[src/rtl/rv_inst_encoder.sv]
// rv_inst_encoder: turns symbolic ADDI/BNE/LUI commands into RV32I words and
// streams them to consecutive instruction-memory word addresses through a
// one-entry output register. Illegal commands are consumed and flagged on err.
module rv_inst_encoder #(
  parameter int AW = 10
) (
  input  logic          clk,
  input  logic          reset_n,
  input  logic          start,
  input  logic [AW-1:0] start_addr,
  input  logic          cmd_valid,
  output logic          cmd_ready,
  input  logic [1:0]    cmd_op,
  input  logic [4:0]    cmd_rd,
  input  logic [4:0]    cmd_rs1,
  input  logic [4:0]    cmd_rs2,
  input  logic [31:0]   cmd_imm,
  output logic          im_we,
  input  logic          im_ready,
  output logic [AW-1:0] im_addr,
  output logic [31:0]   im_wdata,
  output logic          err,
  output logic          full,
  output logic [AW:0]   wr_count
);

  localparam logic [1:0] OP_ADDI = 2'd0;
  localparam logic [1:0] OP_BNE  = 2'd1;
  localparam logic [1:0] OP_LUI  = 2'd2;

  localparam logic [6:0] OPC_OPIMM  = 7'b0010011;
  localparam logic [6:0] OPC_BRANCH = 7'b1100011;
  localparam logic [6:0] OPC_LUI    = 7'b0110111;

  localparam logic [AW:0] CNT_MAX = {1'b1, {AW{1'b0}}};

  logic          s1_valid_q, s1_valid_d;
  logic [31:0]   s1_data_q,  s1_data_d;
  logic [AW-1:0] ptr_q,      ptr_d;
  logic          full_q,     full_d;
  logic [AW:0]   cnt_q,      cnt_d;
  logic          err_q,      err_d;

  logic        accept;
  logic        drain;
  logic        legal;
  logic [31:0] enc_word;

  // Handshake: blocked during start, once full, or while the stage is stuck.
  always_comb begin
    cmd_ready = reset_n & ~start & ~full_q & (~s1_valid_q | im_ready);
    accept    = cmd_valid & cmd_ready;
    drain     = s1_valid_q & im_ready;
  end

  // Range check and RV32I encoding of the presented command.
  always_comb begin
    legal    = 1'b0;
    enc_word = 32'd0;
    case (cmd_op)
      OP_ADDI: begin
        legal    = ($signed(cmd_imm) >= -32'sd2048) && ($signed(cmd_imm) <= 32'sd2047);
        enc_word = {cmd_imm[11:0], cmd_rs1, 3'b000, cmd_rd, OPC_OPIMM};
      end
      OP_BNE: begin
        legal    = ($signed(cmd_imm) >= -32'sd4096) && ($signed(cmd_imm) <= 32'sd4094)
                   && !cmd_imm[0];
        enc_word = {cmd_imm[12], cmd_imm[10:5], cmd_rs2, cmd_rs1, 3'b001,
                    cmd_imm[4:1], cmd_imm[11], OPC_BRANCH};
      end
      OP_LUI: begin
        legal    = 1'b1;
        enc_word = {cmd_imm[19:0], cmd_rd, OPC_LUI};
      end
      default: begin
        legal    = 1'b0;
        enc_word = 32'd0;
      end
    endcase
  end

  // Next-state for stage register, write pointer, full flag, count and err.
  always_comb begin
    s1_valid_d = s1_valid_q;
    s1_data_d  = s1_data_q;
    ptr_d      = ptr_q;
    full_d     = full_q;
    cnt_d      = cnt_q;
    err_d      = 1'b0;
    if (start) begin
      // A pending word is discarded even if the memory would take it now.
      s1_valid_d = 1'b0;
      ptr_d      = start_addr;
      full_d     = 1'b0;
      cnt_d      = '0;
    end else begin
      if (drain) begin
        s1_valid_d = 1'b0;
        ptr_d      = ptr_q + AW'(1);
        if (&ptr_q) full_d = 1'b1;
        if (cnt_q != CNT_MAX) cnt_d = cnt_q + (AW+1)'(1);
      end
      if (accept) begin
        if (legal) begin
          s1_valid_d = 1'b1;
          s1_data_d  = enc_word;
        end else begin
          err_d = 1'b1;
        end
      end
    end
  end

  // State registers with synchronous active-low reset.
  always_ff @(posedge clk) begin
    if (!reset_n) begin
      s1_valid_q <= 1'b0;
      s1_data_q  <= 32'd0;
      ptr_q      <= '0;
      full_q     <= 1'b0;
      cnt_q      <= '0;
      err_q      <= 1'b0;
    end else begin
      s1_valid_q <= s1_valid_d;
      s1_data_q  <= s1_data_d;
      ptr_q      <= ptr_d;
      full_q     <= full_d;
      cnt_q      <= cnt_d;
      err_q      <= err_d;
    end
  end

  // Outputs come straight from registered state.
  always_comb begin
    im_we    = s1_valid_q;
    im_addr  = ptr_q;
    im_wdata = s1_data_q;
    err      = err_q;
    full     = full_q;
    wr_count = cnt_q;
  end

endmodule

[config.mk]
export PLATFORM = sky130hd
export DESIGN_NAME = rv_inst_encoder
export DESIGN_NICKNAME = d
export VERILOG_FILES = /design/src/rtl/rv_inst_encoder.sv
export SDC_FILE = /design/constraint.sdc
export NUM_CORES = 1
export LEC_CHECK = 0
export BUFFER_PORTS_ARGS = -buffer_cell sky130_fd_sc_hd__buf_2
export CAP_MARGIN = 30
export CORE_MARGIN = 5
export CORE_UTILIZATION = 38
export CTS_BUF_LIST = sky130_fd_sc_hd__clkbuf_2 sky130_fd_sc_hd__clkbuf_4 sky130_fd_sc_hd__clkbuf_8
export CTS_CLUSTER_DIAMETER = 50
export DETAILED_ROUTE_END_ITERATION = 16
export GPL_ROUTABILITY_DRIVEN = 0
export PLACE_DENSITY = 0.69
export SLEW_MARGIN = 25
export SYNTH_ARGS = -nofsm -noshare
export SYNTH_HDL_FRONTEND = slang
export SYNTH_SLANG_ARGS = --single-unit
[constraint.sdc]
create_clock -name clk -period 2 [get_ports clk]
set_input_delay 0.4 -clock clk [delete_from_list [all_inputs] [get_ports clk]]
set_output_delay 0.4 -clock clk [all_outputs]
set_load 0.05 [all_outputs]
==> results.json, run 1 <==
{
  "cts.path.max_buffers": 2,
  "ys_types": 38,
  "viasPerCell": 5.07,
  "ys_top_cells_by_count": "dfxtp_1 (54), nand2_1 (49), mux2i_1 (30)",
  "clk_pin_slew_ns": 0.10,
  "synth_enable_flop_cells": 0,
  "drt_pass1_iterations": 5,
  "dpl.cell_count": 515,
  "yosysTopAreaCell": "dfxtp_1",
  "fin_skew_ns": 0.00845,
  "clock_sinks": 54,
  "cap_viol_max_count": 0,
  "ant_nets": 0,
  "die_h_um": 94.5,
  "syn_inst": 295,
  "synthArstFlopShare_pct": 0,
  "hp-start": "cmd_imm[1]",
  "grt_use_total_pct": 17.5,
  "status": "finished, violations left",
  "slew_violations": 0,
  "fin_crit_ns": 2.02,
  "required_ns": 2.18,
  "wl_per_cell_um": 14.8,
  "gr-total-overflow": 0,
  "setup_ws_ns": -0.0190,
  "timing.rr.end": "im_wdata[23]",
  "nNetsFinal": 500,
  "worstRegToRegCells": 6,
  "reg2reg_from": "im_we",
  "dpl_cell_area_sq_mm": 0.00350,
  "failed_checks": "negative setup slack",
  "syn-num-nets": 367,
  "rsz0062_at_grt": "true",
  "worstPathArrival_ns": 2.20,
  "leakage_nw": 1.88,
  "hpwl_um": 6050,
  "num_rows": 30,
  "instances_no_fill": 524,
  "drt_iter0_drc": 117,
  "fillCellCount": 667,
  "grt_max_degree": 41,
  "min_path_type": "input port to flop",
  "reg2reg_slack_ns": 0.42,
  "min_period_over_period_pct": 101,
  "grt_pass1_vias": 2616,
  "wl_um": 7780,
  "synth-seq-area-share_pct": 39.8,
  "numPortBuffers": 119,
  "htreeDepth": 2,
  "syn_avg_cell_area_sq_um": 9.20,
  "post-route-drc-count": 0,
  "cp_max_fo": 26,
  "crit_type": "input port to flop",
  "hold-path-endpoint": "im_wdata[13]",
  "worst_setup_path_end_kind": "flop",
  "antenna_found_initial": 0,
  "clk-insertion-delay-late_ns": 0.31,
  "finalSetupTns_ns": -0.118,
  "root_buffer": "clkbuf_8",
  "fin_area_sq_mm": 0.00363,
  "final_hold_viol_count": 0,
  "grt_pass1_wl_um": 12400,
  "fp.coreArea_sq_mm": 0.00687,
  "ir_drop_mv": 0.251,
  "setup_viol": 15,
  "area_growth_pct": 33.6,
  "drive_gt1_share_pct": 37.4,
  "ys_ff_latch": 54,
  "cts_tree": "built",
  "synth_area_sq_mm": 0.00271,
  "power_per_cell_area_mw_per_mm2": 580,
  "cp-start-kind": "input port",
  "vias": 2656,
  "die_w_um": 94.5,
  "holdPathStages": 3,
  "timing.fmax_ghz": 0.495,
  "numCtsBuffers": 5,
  "yosys_most_used_dff": "dfxtp_1",
  "die_area_sq_mm": 0.00893,
  "yosys_warnings": 0,
  "start_util_pct": 39.5,
  "yosysMostFrequentCell": "dfxtp_1",
  "synthTopCellsByArea": "dfxtp_1 (40%), mux2i_1 (11%), nand2_1 (6.8%), a22oi_1 (4.4%), ha_1 (3.7%)",
  "diodes": 0,
  "synth.top_cell.area_share_pct": 39.8,
  "num_io_pins": 121
}
report_power, final:
group	switching (mW)	total (mW)	internal, mW
Clock	0.345	0.600	0.255
Sequential	0.0187	1.12	1.10
Combinational	0.231	0.387	0.156
Total	0.595	2.10	1.51
layer usage:
layer / global-route usage [%] / wire length, um
met1: 21.7 / 3270
met2: 30.4 / 3620
met3: 4.70 / 828
met4: 3.61 / 67
met5: 0 / 0
cell usage in the layout (no fill, tap or decap), drive strengths merged, types with 6 or more instances in the layout:
cell type,instances
clkbuf,6
dfxtp,54
nand2b,10
and3,6
o21ai,6
nor2,16
buf,145
ha,8
xnor2,8
a222oi,6
a22oi,16
nand2,49
xor2,8
nand4,10
mux2i,30
inv,8
cell type report:
class | instances | area, sq um | share of cell area [%]
sequential | 54 | 1080 | 29.8
tap | 96 | 120 | 3.31
timing repair buffer | 145 | 816 | 22.5
inverter | 8 | 30.0 | 0.828
clock inverter | 1 | 7.51 | 0.207
clock buffer | 6 | 76.3 | 2.10
multi-input combinational | 214 | 1500 | 41.2
stage by stage:
step	power, mW	util [%]	worst slack [ns]	hold WS, ns
after floorplan	1.36	-	-0.145	0.539
after global placement	1.52	51.0	-0.328	0.444
after detailed placement	1.52	51.0	-0.381	0.449
after CTS	2.12	52.5	-0.0158	0.341
after global routing	2.20	52.8	-0.0409	0.348
final	2.10	52.8	-0.0190	0.347
worst max-delay path by stage:
stage / end / cells after the start / startpoint
detailed placement: im_wdata[23] / 7 / cmd_imm[30]
finish: im_wdata[23] / 7 / cmd_imm[30]
global route: im_wdata[23] / 7 / cmd_imm[30]
CTS: im_wdata[23] / 7 / cmd_imm[30]
floorplan: im_wdata[23] / 7 / cmd_imm[30]
global placement: im_wdata[31] / 7 / cmd_imm[30]
cells by family (layout without fill, tap and decap cells):
group | count (synthesis) | count (layout) | share of synthesized area [%]
buf+inv | 27 | 160 | 5.90
simple gates | 111 | 111 | 20.0
mux | 30 | 30 | 11.1
fa+ha+maj | 8 | 8 | 3.69
xor+xnor | 16 | 16 | 5.16
compound gates | 48 | 48 | 14.2
flops | 54 | 54 | 39.8
other cells | 1 | 1 | 0.138
state kept, by name, summed over array words and instances (netlist names):
name,flops
err,1
full,1
im_addr,10
im_wdata,30
im_we,1
wr_count,11
repair_timing:
| item | in CTS | in global routing |
|---|---|---|
| setup endpoints to repair | 25 | 30 |
| buffers inserted | 1 | 1 |
| pin swaps | 1 | 0 |
| resized for setup | 2 | 2 |
| hold buffers | 0 | 0 |
worst max-delay path, stage by stage:
cell and delay [ns]:
buf_6 0.09, or4_4 0.53, a2111oi_4 0.36, a31oi_2 0.14
a211o_2 0.35, buf_12 0.19, mux2i_1 0.13
Note: power is estimated with default switching activity, not from simulation.
==> run 2: changes to the inputs <==
--- a/config.mk
+++ b/config.mk
@@ -5,7 +5,7 @@
 export SDC_FILE = /design/constraint.sdc
 export NUM_CORES = 1
 export LEC_CHECK = 0
-export BUFFER_PORTS_ARGS = -buffer_cell sky130_fd_sc_hd__buf_2
+export BUFFER_PORTS_ARGS = -buffer_cell sky130_fd_sc_hd__buf_4
 export CAP_MARGIN = 30
 export CORE_MARGIN = 5
 export CORE_UTILIZATION = 38
==> constraint.sdc (replaced) <==
create_clock -name clk -period 2 [get_ports clk]
set_input_delay 0.5 -clock clk [delete_from_list [all_inputs] [get_ports clk]]
set_output_delay 0.5 -clock clk [all_outputs]
set_load 0.05 [all_outputs]
==> run 2 against run 1 <==
The run still ends with negative setup slack left. Setup slack worse by 0.12 ns. Cell area up 9.4%. Global-route usage rose by 0.41 points. Fmax is 5.6% lower. Critical path depth unchanged. Clock skew grew 0.0042 ns. Highest routed layer unchanged.
==> results.json, run 2 (synthesis results as in run 1) <==
{
  "fin_skew_ns": 0.0126,
  "wl_um": 8010,
  "final_hold_viol_count": 0,
  "grt_pass1_wl_um": 12600,
  "rsz0062_at_grt": "true",
  "status": "finished, violations left",
  "drt_pass1_iterations": 4,
  "fp.coreArea_sq_mm": 0.00687,
  "root_buffer": "clkbuf_8",
  "required_ns": 2.17,
  "reg2reg_from": "im_we",
  "worstPathArrival_ns": 2.31,
  "fin_crit_ns": 2.14,
  "power_per_cell_area_mw_per_mm2": 578,
  "cp-start-kind": "input port",
  "grt_max_degree": 41,
  "failed_checks": "negative setup slack",
  "vias": 2687,
  "mostFrequentLayoutCells": "buf_4 (143), dfxtp_1 (54), nand2_1 (49)",
  "numCtsBuffers": 5,
  "worstRegToRegCells": 6,
  "dp_slack_ns": -0.474,
  "leakage_nw": 1.96,
  "grt_use_total_pct": 17.9,
  "num_io_pins": 121,
  "power_mw": 2.29,
  "area_growth_pct": 46.2,
  "cap_viol_max_count": 0,
  "largest_reg_flops": 30,
  "layout_commonest_cell": "buf_4",
  "holdPathStages": 2,
  "drt_iter0_drc": 91,
  "dpl.cell_count": 516,
  "antenna_found_initial": 0,
  "hp-start": "im_wdata[30]",
  "ir_drop_mv": 0.260,
  "wl_per_cell_um": 15.2,
  "ant_nets": 0,
  "cp_max_fo": 21,
  "hpwl_um": 6310,
  "worst_setup_path_end_kind": "flop",
  "nNetsFinal": 502,
  "htreeDepth": 2,
  "clk-insertion-delay-late_ns": 0.30,
  "clk_pin_slew_ns": 0.10,
  "drive_gt1_share_pct": 37.9,
  "gr-total-overflow": 0,
  "finalSetupTns_ns": -2.96,
  "diodes": 0,
  "timing.fmax_ghz": 0.467,
  "die_h_um": 94.5,
  "cts.path.max_buffers": 2,
  "die_area_sq_mm": 0.00893,
  "die_w_um": 94.5,
  "utilization_pct": 57.8,
  "startpoint": "cmd_imm[30]",
  "start_util_pct": 39.5,
  "instances_no_fill": 526,
  "fillCellCount": 653,
  "clock_sinks": 54,
  "cts_tree": "built",
  "min_period_over_period_pct": 107,
  "crit_type": "input port to flop",
  "setup_viol": 31,
  "min_path_type": "flop to flop",
  "viasPerCell": 5.11,
  "post-route-drc-count": 0,
  "setup_ws_ns": -0.139,
  "num_rows": 30,
  "numPortBuffers": 119,
  "slew_violations": 0,
  "grt_pass1_vias": 2745
}
==> run 2: final timing paths <==
kind                  endpoint  slack, ns
setup / recovery  im_wdata[21]      -0.14
hold / removal    im_wdata[30]       0.47
setup reg to reg  im_wdata[21]       0.38
hold reg to reg   im_wdata[30]       0.47
==> run 2: through the flow <==
stage / hold slack [ns] / area (sq um)
6_report: 0.467 / 3970
5_1_grt: 0.482 / 3970
4_1_cts: 0.465 / 3970
3_5_place_dp: 0.454 / 3810
3_3_place_gp: 0.448 / 3810
2_1_floorplan: 0.639 / 2730
==> run 2: worst max-delay path, stage by stage <==
cell and delay, ns:
buf_6 0.09, or4_4 0.54, a2111oi_4 0.35, a31oi_1 0.15, a211o_2 0.36, buf_12 0.18, mux2i_1 0.14
==> run 2: where the power goes <==
| group | leakage, nW | internal (mW) | switching, mW | total (mW) |
|---|---|---|---|---|
| sequential | 0.438 | 1.10 | 0.0199 | 1.12 |
| clock | 0.0573 | 0.401 | 0.340 | 0.741 |
| combinational | 1.46 | 0.204 | 0.230 | 0.435 |
| total | 1.96 | 1.70 | 0.591 | 2.29 |
==> run 2: final cells by class <==
cell class | instances | area (sq um) | share of cell area (%)
sequential | 54 | 1080 | 27.2
clock inverter | 1 | 30.0 | 0.757
clock buffer | 6 | 82.6 | 2.08
timing repair buffer | 147 | 1130 | 28.4
multi-input combinational | 214 | 1500 | 37.7
inverter | 8 | 30.0 | 0.757
tap | 96 | 120 | 3.03
==> run 2: routing by layer <==
metal / vias to the layer above / track usage, % / routed length (um)
li1: 1312 / - / -
met1: 1236 / 20.1 / 3260
met2: 129 / 30.5 / 3780
met3: 10 / 6.06 / 841
met4: 0 / 8.29 / 127
met5: - / 0 / 0
==> run 2: repair_timing <==
item / in CTS / in global routing
pin swaps: 1 / 2
setup buffers: 4 / 1
resized for setup: 5 / 1
cloned: 0 / 0
endpoints found under the setup margin: 31 / 32
hold buffers: 0 / 0
==> run 3: changes to the inputs <==
--- a/config.mk
+++ b/config.mk
@@ -5,6 +5,7 @@
 export SDC_FILE = /design/constraint.sdc
 export NUM_CORES = 1
 export LEC_CHECK = 0
+export ABC_AREA = 1
 export BUFFER_PORTS_ARGS = -buffer_cell sky130_fd_sc_hd__buf_4
 export CAP_MARGIN = 30
 export CORE_MARGIN = 5
@@ -13,7 +14,7 @@
 export CTS_CLUSTER_DIAMETER = 50
 export DETAILED_ROUTE_END_ITERATION = 16
 export GPL_ROUTABILITY_DRIVEN = 0
-export PLACE_DENSITY = 0.69
+export PLACE_DENSITY = 0.66
 export SLEW_MARGIN = 25
 export SYNTH_ARGS = -nofsm -noshare
 export SYNTH_HDL_FRONTEND = slang
==> run 3 against run 2 <==
Setup slack better by 0.33 ns. Largest power group unchanged. Sequential share of layout area decreased by 3.9 points. Fmax increased by 18%. Critical path type is now input port to output pin. Critical path depth shrank 1. Clock power up 4.6%. Count of clock-buffer cells in the layout fell by 1. Register-to-register slack worse by 0.12 ns. Global-route usage barely moved. Cell count increased by 51%. Core utilization is 4.7 points lower. Wire length is 25% higher. The flow now finishes without violations. Largest cell class unchanged.
==> results.json, run 3 <==
{
  "power_mw": 2.44,
  "use_met1_pct": 23.8,
  "ant_nets": 0,
  "fin_crit_ns": 1.81,
  "holdWs_ns": 0.447,
  "holdPathStages": 3,
  "status": "completed",
  "wl_per_cell_um": 12.7,
  "cts.path.max_buffers": 2,
  "synth_area_sq_mm": 0.00341,
  "drt_iter0_drc": 124,
  "drive_gt1_share_pct": 23.8,
  "antenna_found_initial": 0,
  "fp.coreArea_sq_mm": 0.00872,
  "num_rows": 34,
  "cap_viol_max_count": 0,
  "min_path_type": "input port to flop",
  "synth_mux_area_share_pct": 0,
  "clk_pin_slew_ns": 0.11,
  "vias": 3779,
  "synth_xor_area_share_pct": 2.31,
  "numPortBuffers": 119,
  "fin_area_sq_mm": 0.00463,
  "gr-total-overflow": 0,
  "leakage_nw": 2.29,
  "gr-usage-met2_pct": 29.1,
  "yosys_warnings": 0,
  "crit_type": "input port to output pin",
  "worstPathArrival_ns": 1.31,
  "fin_skew_ns": 0.00654,
  "yosysTopAreaCell": "dfxtp_1",
  "min_period_over_period_pct": 90.3,
  "synth-seq-area-share_pct": 31.7,
  "hpwl_um": 8030,
  "viasPerCell": 4.77,
  "p_switching_mw": 0.744,
  "rsz0062_at_grt": "false",
  "largest_reg_flops": 30,
  "cts_tree": "built",
  "syn_avg_cell_area_sq_um": 6.11,
  "synth.top_cell.area_share_pct": 31.7,
  "p_sw_share_pct": 30.4,
  "pwr-share-clk_pct": 31.7,
  "power_per_cell_area_mw_per_mm2": 528,
  "ctsHoldBuffers": 0,
  "finalSetupTns_ns": 0,
  "dp_slack_ns": -0.0183,
  "grt_pass1_wl_um": 16600,
  "syn-num-nets": 630,
  "final_hold_viol_count": 0,
  "setup_ws_ns": 0.195,
  "grt_pass1_vias": 3502,
  "nNetsFinal": 755,
  "worstRegToRegCells": 10,
  "num_io_pins": 121,
  "seq_power_share_pct": 46.0,
  "root_buffer": "clkbuf_8",
  "wl_um": 10000,
  "synth_enable_flop_cells": 0,
  "yosys_most_used_dff": "dfxtp_1",
  "diodes": 0,
  "grt_max_degree": 35,
  "synthSimpleGateAreaFrac_pct": 38.0,
  "post_cts_resized": 0,
  "numCtsBuffers": 5,
  "post-route-drc-count": 0,
  "yosysMostFrequentCell": "nand2_1",
  "ys_ff_latch": 54,
  "use_met3_pct": 4.69,
  "combPwrFrac_pct": 22.3,
  "ys_types": 35,
  "ys_top_cells_by_count": "nand2_1 (156), inv_1 (93), nor2_1 (86)",
  "synth-adder-area-share_pct": 2.93,
  "worst_setup_path_end_kind": "output pin",
  "required_ns": 1.50,
  "die_h_um": 105,
  "grt_use_total_pct": 17.9,
  "drt_pass1_iterations": 4,
  "synth_top_family_by_area": "simple AND/OR/NAND/NOR gates",
  "layout_commonest_cell": "nand2_1",
  "die_area_sq_mm": 0.0110,
  "synthArstFlopShare_pct": 0,
  "timing.fmax_ghz": 0.554,
  "clock_sinks": 54,
  "area_growth_pct": 35.6,
  "die_w_um": 105,
  "cp_max_fo": 8,
  "p_int_mw": 1.70,
  "synthTopCellsByArea": "dfxtp_1 (32%), nand2_1 (17%), inv_1 (10%), nor2_1 (9.5%), nand4_1 (4.8%)",
  "start_util_pct": 39.1,
  "slew_violations": 0,
  "syn_inst": 558,
  "cts_setup_buffers": 0,
  "ir_drop_mv": 0.246,
  "grt_busiest_layer": "met2",
  "dpl_cell_area_sq_mm": 0.00451,
  "mostFrequentLayoutCells": "nand2_1 (153), buf_4 (137), inv_1 (93)",
  "htreeDepth": 2,
  "cp-start-kind": "input port",
  "setup_viol": 0,
  "synth-compound-area-share_pct": 10.1,
  "clk-insertion-delay-late_ns": 0.31
}
[run 3: critical path, cell delays in order]
cell	delay (ns)
buf_4	0.12
inv_8	0.05
nor2_8	0.16
inv_4	0.08
nor3_4	0.17
buf_4	0.22
[run 3: cells by family after synthesis]
kind of cell,Yosys count
flip-flops,54
buffers and inverters,124
XOR/XNOR,9
adder cells (fa/ha/maj),8
AO/OA/AOI/OAI,59
other,1
AND/OR/NAND/NOR,303
[run 3: final cells by class]
class / count / area [sq um]
timing repair buffer: 139 / 1070
clock inverter: 3 / 47.5
tap: 108 / 135
inverter: 103 / 397
clock buffer: 5 / 68.8
sequential: 54 / 1080
fill: 868 / 4100
multi-input combinational: 380 / 1830
[run 3: power groups by stage]
stage	logic, mW	registers [mW]	clock network (mW)
global placement	0.540	1.15	0
finish	0.545	1.12	0.775
floorplan	0.219	1.23	0
global route	0.598	1.13	0.845
detailed placement	0.543	1.15	0
CTS	0.546	1.12	0.795
[run 3: path summary, 6_finish.rpt]
kind | start | end | slack (ns)
worst min register to register | im_wdata[1] | im_wdata[1] | 0.50
worst max-delay path | reset_n | cmd_ready | 0.19
worst max register to register | wr_count[0] | wr_count[5] | 0.26
worst min-delay path | start_addr[9] | im_addr[9] | 0.45
[run 3: per-stage QoR]
stage               cells  util [%]
finish                792      53.0
global route          792      53.0
CTS                   792      53.0
detailed placement    784      51.7
global placement      784      51.7
floorplan             558         -
[run 3: layer usage]
layer | wire length (um) | up-vias
li1 | - | 1979
met1 | 4460 | 1639
met2 | 4580 | 147
met3 | 870 | 14
met4 | 138 | 0
met5 | 0 | -
